[config.mk]
export PLATFORM = sky130hd
export DESIGN_NAME = bsg_zynq_pl_to_ps_packet_arbiter
export DESIGN_NICKNAME = d
export VERILOG_FILES = /design/src/rtl/bsg_zynq_pl_to_ps_packet_arbiter.sv
export SDC_FILE = /design/constraint.sdc
export NUM_CORES = 1
export LEC_CHECK = 0
export ABC_AREA = 1
export BUFFER_PORTS_ARGS = -buffer_cell sky130_fd_sc_hd__buf_2
export CORE_UTILIZATION = 48
export CTS_BUF_LIST = sky130_fd_sc_hd__clkbuf_8
export DETAILED_ROUTE_END_ITERATION = 10
export HOLD_SLACK_MARGIN = 0.02
export PLACE_DENSITY = 0.83
export SLEW_MARGIN = 20
export SYNTH_ARGS = -nofsm -noshare
export SYNTH_HDL_FRONTEND = slang
export SYNTH_SLANG_ARGS = --single-unit
[constraint.sdc]
create_clock -name clk_i -period 2.09 [get_ports clk_i]
set_clock_uncertainty 0.05 [all_clocks]
set_input_delay 0.1045 -clock clk_i [delete_from_list [all_inputs] [get_ports clk_i]]
set_output_delay 0.1045 -clock clk_i [all_outputs]
set_load 0.01 [all_outputs]
[src/rtl/bsg_zynq_pl_to_ps_packet_arbiter.sv]
// bsg_zynq_pl_to_ps_packet_arbiter: round-robin, packet-locked arbiter feeding the PL-to-PS FIFO
module bsg_zynq_pl_to_ps_packet_arbiter #(
  parameter int num_req_p = 4,
  parameter int data_width_p = 32,
  parameter int count_width_p = 16,
  localparam int id_width_lp = (num_req_p > 1) ? $clog2(num_req_p) : 1
) (
  input  logic clk_i,
  input  logic reset_i,
  input  logic [num_req_p-1:0] req_v_i,
  input  logic [num_req_p-1:0][data_width_p-1:0] req_data_i,
  input  logic [num_req_p-1:0] req_last_i,
  output logic [num_req_p-1:0] req_yumi_o,
  output logic [data_width_p-1:0] fifo_data_o,
  output logic fifo_v_o,
  input  logic fifo_ready_i,
  output logic busy_o,
  output logic [id_width_lp-1:0] grant_id_o,
  output logic [num_req_p-1:0][count_width_p-1:0] pkt_count_o
);
  localparam logic [0:0] IDLE = 1'b0;
  localparam logic [0:0] LOCK = 1'b1;
  logic [0:0] state_q, state_d;
  logic [id_width_lp-1:0] grant_q, grant_d, last_grant_q, last_grant_d, rr_id, cand;
  logic [num_req_p-1:0][count_width_p-1:0] pkt_count_q, pkt_count_d;
  logic xfer, pkt_end;
  // descending scan so the nearest index after last_grant_q wins
  always_comb begin
    rr_id = grant_q;
    cand = '0;
    for (int k = num_req_p; k >= 1; k--) begin
      cand = id_width_lp'((int'(last_grant_q) + k) % num_req_p);
      if (req_v_i[cand]) rr_id = cand;
    end
  end
  assign busy_o = state_q == LOCK;
  assign grant_id_o = grant_q;
  assign fifo_v_o = busy_o & req_v_i[grant_q] & ~reset_i;
  assign fifo_data_o = busy_o ? req_data_i[grant_q] : '0;
  assign xfer = fifo_v_o & fifo_ready_i;
  assign pkt_end = xfer & req_last_i[grant_q];
  assign req_yumi_o = num_req_p'(xfer) << grant_q;
  assign pkt_count_o = pkt_count_q;
  always_comb begin
    state_d = state_q;
    grant_d = grant_q;
    last_grant_d = last_grant_q;
    pkt_count_d = pkt_count_q;
    if (state_q == IDLE && |req_v_i) begin
      state_d = LOCK;
      grant_d = rr_id;
    end
    if (pkt_end) begin
      pkt_count_d[grant_q] = pkt_count_q[grant_q] + count_width_p'(1);
      last_grant_d = grant_q;
      state_d = IDLE;
    end
  end
  always_ff @(posedge clk_i) begin
    if (reset_i) begin
      state_q <= IDLE;
      grant_q <= '0;
      last_grant_q <= id_width_lp'(num_req_p - 1);
      pkt_count_q <= '0;
    end else begin
      state_q <= state_d;
      grant_q <= grant_d;
      last_grant_q <= last_grant_d;
      pkt_count_q <= pkt_count_d;
    end
  end
endmodule
==> results list, run 1 <==
* Effective utilization at floorplan: 50.1%
- Before CTS, the worst setup slack after placement is -58.2 ps.
- The largest individual stage delay along the critical path comes from the cell sky130_fd_sc_hd__inv_1.
- For this run, design rule violations remaining after detail routing come to 0.
- Syn_nets: 942
* Crit path max fanout: 26
- Via density per instance: 5.55
* Clock buffer count from CTS: 9
- Vias after detailed routing: 6637
* Yosys reg bits: 69
* Remaining number of nets flagged by the antenna check after routing: 0
* Peak supply drop: 0.000317 V
- Clock network fraction of design power: 36.5%
* First-iteration detailed-routing DRC count: 582
- Max-cap violations in this run came to 0.
* Length of the first detailed-routing pass in iterations: 5
- The die is 103 um tall.
- Post-Place Cells: 1170
* Multi-input combinational cell area: 2970 um2
- Highest cell delay on the worst timing path: 690 ps
- Post-Route WL: 20.2 mm
- STA classifies the critical path endpoint as an output pin.
- Clk buf depth: 2
- The tightest hold path in the finished design has a slack of 129 ps.
- Maximum number of pins on one net before global-route repair: 43
* Type of the worst min-delay path: in -> reg
* Core area: 9860 um2
- Leaving out filler cells and counting taps, the final layout contains 1195.
* Layout cell share with drive strength beyond 1: 33.9%
- The cell area that synthesis handed to floorplanning was 4940 um2.
- Netlist cell types: 32
- Drt wl/cell: 16.9 um
- Mean post-synth cell area: 6.16 um2
- Of the available clock period, the critical path in the final layout requires 98.0%.
- The die covers 10700 um2.
- For this run, asynchronously set or reset flops after synthesis account for 0%.
- The die is 103 um wide.
* Remaining max-slew budget at the tightest pin: 38.9%
- Crit-path cells: inv_1 > buf_4 > a21oi_1 > buf_2
* Yosys warnings: 0
- Clk sinks: 69
- Combinational Power Share: 26.1%
- The wire-length estimate of the detail-placed layout is 14.8 mm.
* CTS H-Tree Depth: 3
- RSZ-0062 raised after global routing: yes
- Final hold viol count: 0
- Total power per unit cell area: 520 nW/um2
- Net switching power of the design: 1.11 mW
- Area growth syn-to-layout: 41.2%
* Number of enable-type register cells in the synthesized netlist: 0
- Buffers inserted to repair hold after CTS numbered 0.
- The first global-routing pass estimated 28.4 mm of wire.
- Result of the run: finished, final reports clean
* Launching element type of the critical path: flop
- At the pin with the least slew margin, the transition time is 916 ps.
- After layout, the minimum clock period comes to 2050 ps.
* Row cnt: 36
- Max Slew Vio Count: 0
- Final total power: 3.63 mW
- Of the total power, the share spent switching nets is 30.6%.
- In this run the tool buffered the top-level ports with 242 buffer cells.
* Power share of the sequential group: 37.3%
* Via count of the first global-routing pass: 5426
* Clock slew at the register clock pins of the worst setup and hold paths: 80 ps
* Nets: 1196
* Area occupied by registers: 1390 um2
- Critical path data arrival time: 1890 ps
* Peak Freq: 488 MHz
- Initial antenna violation count: 1
- Internal power: 2.52 mW
- In this run the count of I/O pins placed on the die edge is 243.
* Clock insertion delay at the later pin of the skew report: 350 ps
* Gr ovfl total: 0
* Leakage power: 3.68 nW
* Register area share after synthesis: 27.9%
- TritonCTS clock tree: built
- Across all setup checks in the final design, the least slack found is 42.7 ps.
* Synthesized instance count: 802
- Among all flip-flop cells after synthesis, the most frequent one is sky130_fd_sc_hd__dfxtp_1.
- Setup violations remaining at the end of the flow were counted as 0.
- Data on the critical path is required at its endpoint by 1940 ps.
- Setup CP Type: reg -> out
* CTS Root Cell: sky130_fd_sc_hd__clkbuf_8
- All-Layer GR Usage: 35.3%
- Counting the fill cells in the layout gives 837.
* Routability-driven placement congestion ratio: 0.993
## flip-flops by register name, summed over array words and instances, names as in the netlist
signal	flops
busy_o	1
pkt_count_o	64
grant_id_o	2
last_grant_q	2
## per-layer routing
metal,GRT usage (%),part of all wire (%),vias up
met4,13.1,3.0,0
li1,-,-,3129
met3,8.47,13,53
met1,48.4,39,3018
met5,0,0,-
met2,53.7,44,437
## path summary, 6_finish.rpt
kind                                start                           end  slack [ps]  cells past startpoint
min reg2reg  pkt_count_o[34]$_SDFFE_PP0P_  pkt_count_o[34]$_SDFFE_PP0P_         450                      2
max reg2reg    grant_id_o[0]$_SDFFE_PP0P_  pkt_count_o[58]$_SDFFE_PP0P_          50                     13
min                            req_v_i[1]           busy_o$_SDFFE_PP0P_         130                      3
max                   busy_o$_SDFFE_PP0P_               fifo_data_o[10]          40                      4
## layout make-up
cell class | count | area share [%]
antenna | 1 | 0.0359
timing repair buffer | 288 | 25.1
sequential | 69 | 19.9
timing repair inverter | 1 | 0.126
clock buffer | 9 | 1.78
clock inverter | 7 | 1.63
tap | 133 | 2.39
inverter | 116 | 6.46
multi-input combinational | 571 | 42.6
## Yosys cell counts (all sizes together) (2+ instances only)
library cell | n | area share [%]
dfxtp | 69 | 28
nand2 | 217 | 17
xor2 | 5 | 1.2
a22oi | 65 | 9.9
clkbuf | 20 | 1.5
buf | 26 | 3.9
a21oi | 84 | 8.5
nand3 | 80 | 8.3
clkinv | 2 | 0.15
o21ai | 32 | 3.2
inv | 114 | 8.8
nand4 | 8 | 2.2
nor2 | 74 | 6.6
## worst max-delay path, delay by kind of cell, from the launching register on
family / cells / cell delay, ps
AO/OA/AOI/OAI: 1 / 50
flip-flops: 1 / 380
buffers and inverters: 3 / 1100
## power by group through the flow
stage                     registers, mW  logic (mW)  clock network [mW]
after floorplan                    1.38       0.474                   0
after global placement             1.39       0.838                   0
after detailed placement           1.39       0.847                   0
after CTS                          1.36       0.869                1.33
after global routing               1.36        1.02                1.39
final                              1.36       0.950                1.33
## placed cells by master, fill, tap and decap left out, types with 4 or more instances in the layout
master                     instances
sky130_fd_sc_hd__buf_2           242
sky130_fd_sc_hd__nand2_1         204
sky130_fd_sc_hd__inv_1           106
sky130_fd_sc_hd__a21oi_1          82
sky130_fd_sc_hd__nand3_1          78
sky130_fd_sc_hd__dfxtp_1          67
sky130_fd_sc_hd__a22oi_1          62
sky130_fd_sc_hd__nor2_1           59
sky130_fd_sc_hd__o21ai_0          29
sky130_fd_sc_hd__buf_4            27
sky130_fd_sc_hd__nand2_2          13
sky130_fd_sc_hd__buf_12           13
sky130_fd_sc_hd__clkbuf_8          9
sky130_fd_sc_hd__nor2_2            8
sky130_fd_sc_hd__inv_2             7
sky130_fd_sc_hd__nor2_4            6
sky130_fd_sc_hd__nand4_1           4
sky130_fd_sc_hd__nand4_4           4
## logic make-up (layout without fill, tap and decap cells)
family / after synthesis / count (layout) / share of synthesized area (%)
and+or+nand+nor: 381 / 381 / 34.1
xor gates and xnor gates: 6 / 6 / 1.37
buffers and inverters: 162 / 421 / 14.4
AOI/OAI and AO/OA: 183 / 183 / 22.0
DFF: 69 / 69 / 27.9
other: 0 / 1 / 0
adders and majority gates: 1 / 1 / 0.253
## through the flow
step	util [%]	TNS [ps]	cell area [um2]
2_1_floorplan	-	0	4940
6_report	70.7	0	6980
3_3_place_gp	65.6	0	6470
5_1_grt	70.7	-1360	6980
4_1_cts	68.4	0	6750
3_5_place_dp	65.6	-107	6470
## repair_timing
action                                  in CTS  in global routing
pin swaps                                    1                 13
resized for setup                            7                 42
endpoints found under the setup margin      41                 67
setup buffers                                1                  6
cloned                                       0                  1
No activity file was read; power rests on OpenSTA's default activity.
==> run 2, diff against run 1 <==
--- a/config.mk
+++ b/config.mk
@@ -7,11 +7,13 @@
 export LEC_CHECK = 0
 export ABC_AREA = 1
 export BUFFER_PORTS_ARGS = -buffer_cell sky130_fd_sc_hd__buf_2
-export CORE_UTILIZATION = 48
+export CORE_ASPECT_RATIO = 0.9
+export CORE_MARGIN = 1.5
+export CORE_UTILIZATION = 43
 export CTS_BUF_LIST = sky130_fd_sc_hd__clkbuf_8
 export DETAILED_ROUTE_END_ITERATION = 10
 export HOLD_SLACK_MARGIN = 0.02
-export PLACE_DENSITY = 0.83
+export PLACE_DENSITY = 0.79
 export SLEW_MARGIN = 20
 export SYNTH_ARGS = -nofsm -noshare
 export SYNTH_HDL_FRONTEND = slang
==> constraint.sdc (replaced) <==
create_clock -name clk_i -period 1.8 [get_ports clk_i]
set_clock_uncertainty 0.05 [all_clocks]
set_input_delay 0.09 -clock clk_i [delete_from_list [all_inputs] [get_ports clk_i]]
set_output_delay 0.09 -clock clk_i [all_outputs]
set_load 0.01 [all_outputs]
==> run 2 against run 1 <==
  * The run now ends with setup timing left
  * Die area is 13% higher
  * Worst setup slack got worse by 440 ps
  * Cell count up 5.9%
  * Total power rose by 28%
  * Register-to-register slack worse by 450 ps
  * Sequential cell count unchanged
  * Clock-buffer cell count grew 1
  * Utilization increased by 6.3 points
  * Design area rose by 21%
  * Critical path type is now reg -> reg
==> results list, run 2 (synthesis results as in run 1) <==
- The combinational cell fraction of total power was 31.2% (+5.1 points).
* Horizontal extent of the die: 116 um (+12%)
- Row cnt: 36 (unchanged)
- Internal power: 3.14 mW (+25%)
- The total routed wirelength is 25.3 mm (+25%).
- The share of total power consumed by net switching was 32.2% (+1.7 points).
* Nets: 1243 (+3.9%)
- The final reports fail on setup timing.
- The switching power summed over all nets was 1.50 mW (+35%).
- Final total power: 4.64 mW (+28%)
- The average wire per cell in the routed design was 20.0 um (+18%).
- The root buffer cell chosen for the clock tree is sky130_fd_sc_hd__clkbuf_8.
* Final Critical Period: 2200 ps
* CTS H-Tree Depth: 3 (unchanged)
- Placement Cell Area: 6610 um2 (+2.2%)
- Post-Place Cells: 1203 (+2.8%)
- The die span in y came to 105 um (+1.2%).
* Type of the worst min-delay path: in -> reg
* Most common cell after layout, fill and taps aside: sky130_fd_sc_hd__buf_2
* Effective utilization at floorplan: 45.0% (-5.1 points)
- The number of detailed-route iterations in the first pass is 9 (+4).
* Port Buffer Count: 242 (unchanged)
- The overflow left after global routing came to 0 (unchanged).
- Leakage power: 4.15 nW (+13%)
- Total of fill cells in the finished design: 746 (-11%)
* Vias after detailed routing: 7350 (+11%)
- The power density normalized to cell area was 548 nW/um2 (+5.3%).
* Total length of routed met3 wires: 3.32 mm (+22%)
* Final core area utilization: 77.0% (+6.3 points)
- Detailed-placement wirelength estimate: 14.3 mm (-3.1%)
* Remaining number of nets flagged by the antenna check after routing: 0 (unchanged)
- Setup CP Type: reg -> reg
- Clock buffer count from CTS: 9 (unchanged)
- The worst voltage drop across the vdd grid is 0.000376 V (+19%).
* Layout Cells excl Fill: 1266 (+5.9%)
- The endpoint arrival time on the critical path was 2420 ps (+530 ps).
- The die outline area is 12100 um2 (+13%).
- Met1 layer wirelength in the final routing: 9.42 mm (+19%)
- Max Slew Vio Count: 0 (unchanged)
* Global-route wire length before repair: 33.1 mm (+16%)
- The number of top-level design ports was 243 (unchanged).
- The total number of clock tree sinks is 69 (unchanged).
- Setup repair after global routing could not meet its margin everywhere.
- The global routing usage summed across all routing layers came to 34.9% (-0.40 points).
- The worst path uses 122% of the clock period.
- Data required time at the worst endpoint: 2020 ps (+80 ps)
* Met2 Wirelength: 11.3 mm (+25%)
* Layout cell share with drive strength beyond 1: 48.9% (+15 points)
- The top cell types in the final layout, fill and taps aside, are sky130_fd_sc_hd__buf_2 (239), sky130_fd_sc_hd__nand2_1 (167), sky130_fd_sc_hd__inv_1 (99), sky130_fd_sc_hd__dfxtp_1 (67), sky130_fd_sc_hd__a21oi_1 (65).
* DR DRC count: 0 (unchanged)
* Launching element type of the critical path: flop
- Via density per instance: 5.81 (+4.5%)
* Clock slew at the register clock pins of the worst setup and hold paths: 90 ps (about the same)
- Clock insertion delay at the later pin of the skew report: 370 ps (+20 ps)
- The largest fanout on the critical path was 5 (-81%).
- Result of the run: finished with violations
- TritonCTS built the clock tree.
- The deepest clock path buffer count was 2 (unchanged).
- Routability-driven placement congestion ratio: 0.970 (-2.3%)
- Flip-flop count of the largest register after layout: 64 (unchanged)
- The number of maximum-capacitance constraint violations is 0 (unchanged).
- Area growth syn-to-layout: 71.2%
- Worst slack at placement: -200 ps (-142 ps)
- The via count of the first global-routing pass was 6297 (+16%).
- Total non-filler cell area in the finished layout: 8460 um2 (+21%)
- The placeable core region is 11000 um2 (+11%).
- Worst slew pin tran: 530 ps (-385 ps)
- Setup-failing EPs final: 104 (+104)
- The final-report hold violation count is 0 (unchanged).
- The largest net degree at the start of global routing was 43 (unchanged).
* Power share of the sequential group: 34.0% (-3.3 points)
* Remaining max-slew budget at the tightest pin: 64.6% (+26 points)
- Least setup slack across all paths after layout: -400 ps (-442 ps)
- The part of the power in the clock network came to 34.8% (-1.7 points).
- The initial antenna violation count was 3 (+2).
- Highest signal layer in the routed design: met4
- Setup crit end kind: flop
- First-iteration detailed-routing DRC count: 1060 (+82%)
- Derived from the worst setup path, the maximum achievable clock frequency is 455 MHz.
[run 2: cell type report]
class                      count  area [um2]  area share, %
antenna                        6        15.0          0.177
clock buffer                  10         138           1.63
clock inverter                 6         110           1.30
inverter                     116         480           5.68
multi-input combinational    571        3670           43.4
sequential                    69        1390           16.4
tap                          152         190           2.25
timing repair buffer         335        2460           29.1
timing repair inverter         1        6.26         0.0739
[run 2: final timing paths]
kind | slack (ps) | start | end | depth (start not counted)
worst min-delay path | 70 | req_v_i[1] | busy_o$_SDFFE_PP0P_ | 3
worst max-delay path | -400 | grant_id_o[1]$_SDFFE_PP0P_ | pkt_count_o[47]$_SDFFE_PP0P_ | 15
worst min register to register | 430 | pkt_count_o[18]$_SDFFE_PP0P_ | pkt_count_o[18]$_SDFFE_PP0P_ | 2
worst max register to register | -400 | grant_id_o[1]$_SDFFE_PP0P_ | pkt_count_o[47]$_SDFFE_PP0P_ | 15
[run 2: worst max-delay path, stage by stage (launching register included)]
cell                      delay, ps
sky130_fd_sc_hd__dfxtp_4        380
sky130_fd_sc_hd__buf_4          150
sky130_fd_sc_hd__nor2_4         160
sky130_fd_sc_hd__buf_6          160
sky130_fd_sc_hd__nand2_4         60
sky130_fd_sc_hd__nand2_4         90
sky130_fd_sc_hd__buf_6          110
sky130_fd_sc_hd__nor2_4          40
sky130_fd_sc_hd__nor2_2         120
sky130_fd_sc_hd__nand2_2         90
sky130_fd_sc_hd__nor2_4         180
sky130_fd_sc_hd__nand2_1        110
sky130_fd_sc_hd__nand2_2        140
sky130_fd_sc_hd__nand3_2         80
sky130_fd_sc_hd__nand2_1         90
sky130_fd_sc_hd__inv_1           70
[run 2: metal layers]
| layer | up-vias | GRT usage (%) |
|---|---|---|
| met5 | - | 0 |
| met3 | 146 | 9.40 |
| met4 | 0 | 10.8 |
| met1 | 3375 | 48.0 |
| li1 | 3235 | - |
| met2 | 594 | 53.1 |
[run 2: what timing repair did]
action	in CTS	in global routing
gates resized for setup	175	102
pin swaps	71	55
hold endpoints to repair	0	0
hold buffers	0	0
gates cloned	10	5
buffers inserted	13	16
setup endpoints to repair	104	104
[run 2: power by group through the flow]
| stage | Combinational [mW] | Sequential, mW | Clock, mW |
|---|---|---|---|
| detailed placement | 0.984 | 1.61 | 0 |
| CTS | 1.22 | 1.57 | 1.59 |
| finish | 1.45 | 1.58 | 1.62 |
| global placement | 0.973 | 1.61 | 0 |
| global route | 1.51 | 1.58 | 1.69 |
| floorplan | 0.555 | 1.61 | 0 |
[run 2: per-stage QoR]
step	hold slack, ps	TNS, ps
2_1_floorplan	315	-105
3_3_place_gp	416	-8860
3_5_place_dp	421	-12250
4_1_cts	69.6	-9260
5_1_grt	112	-30030
6_report	69.2	-25360
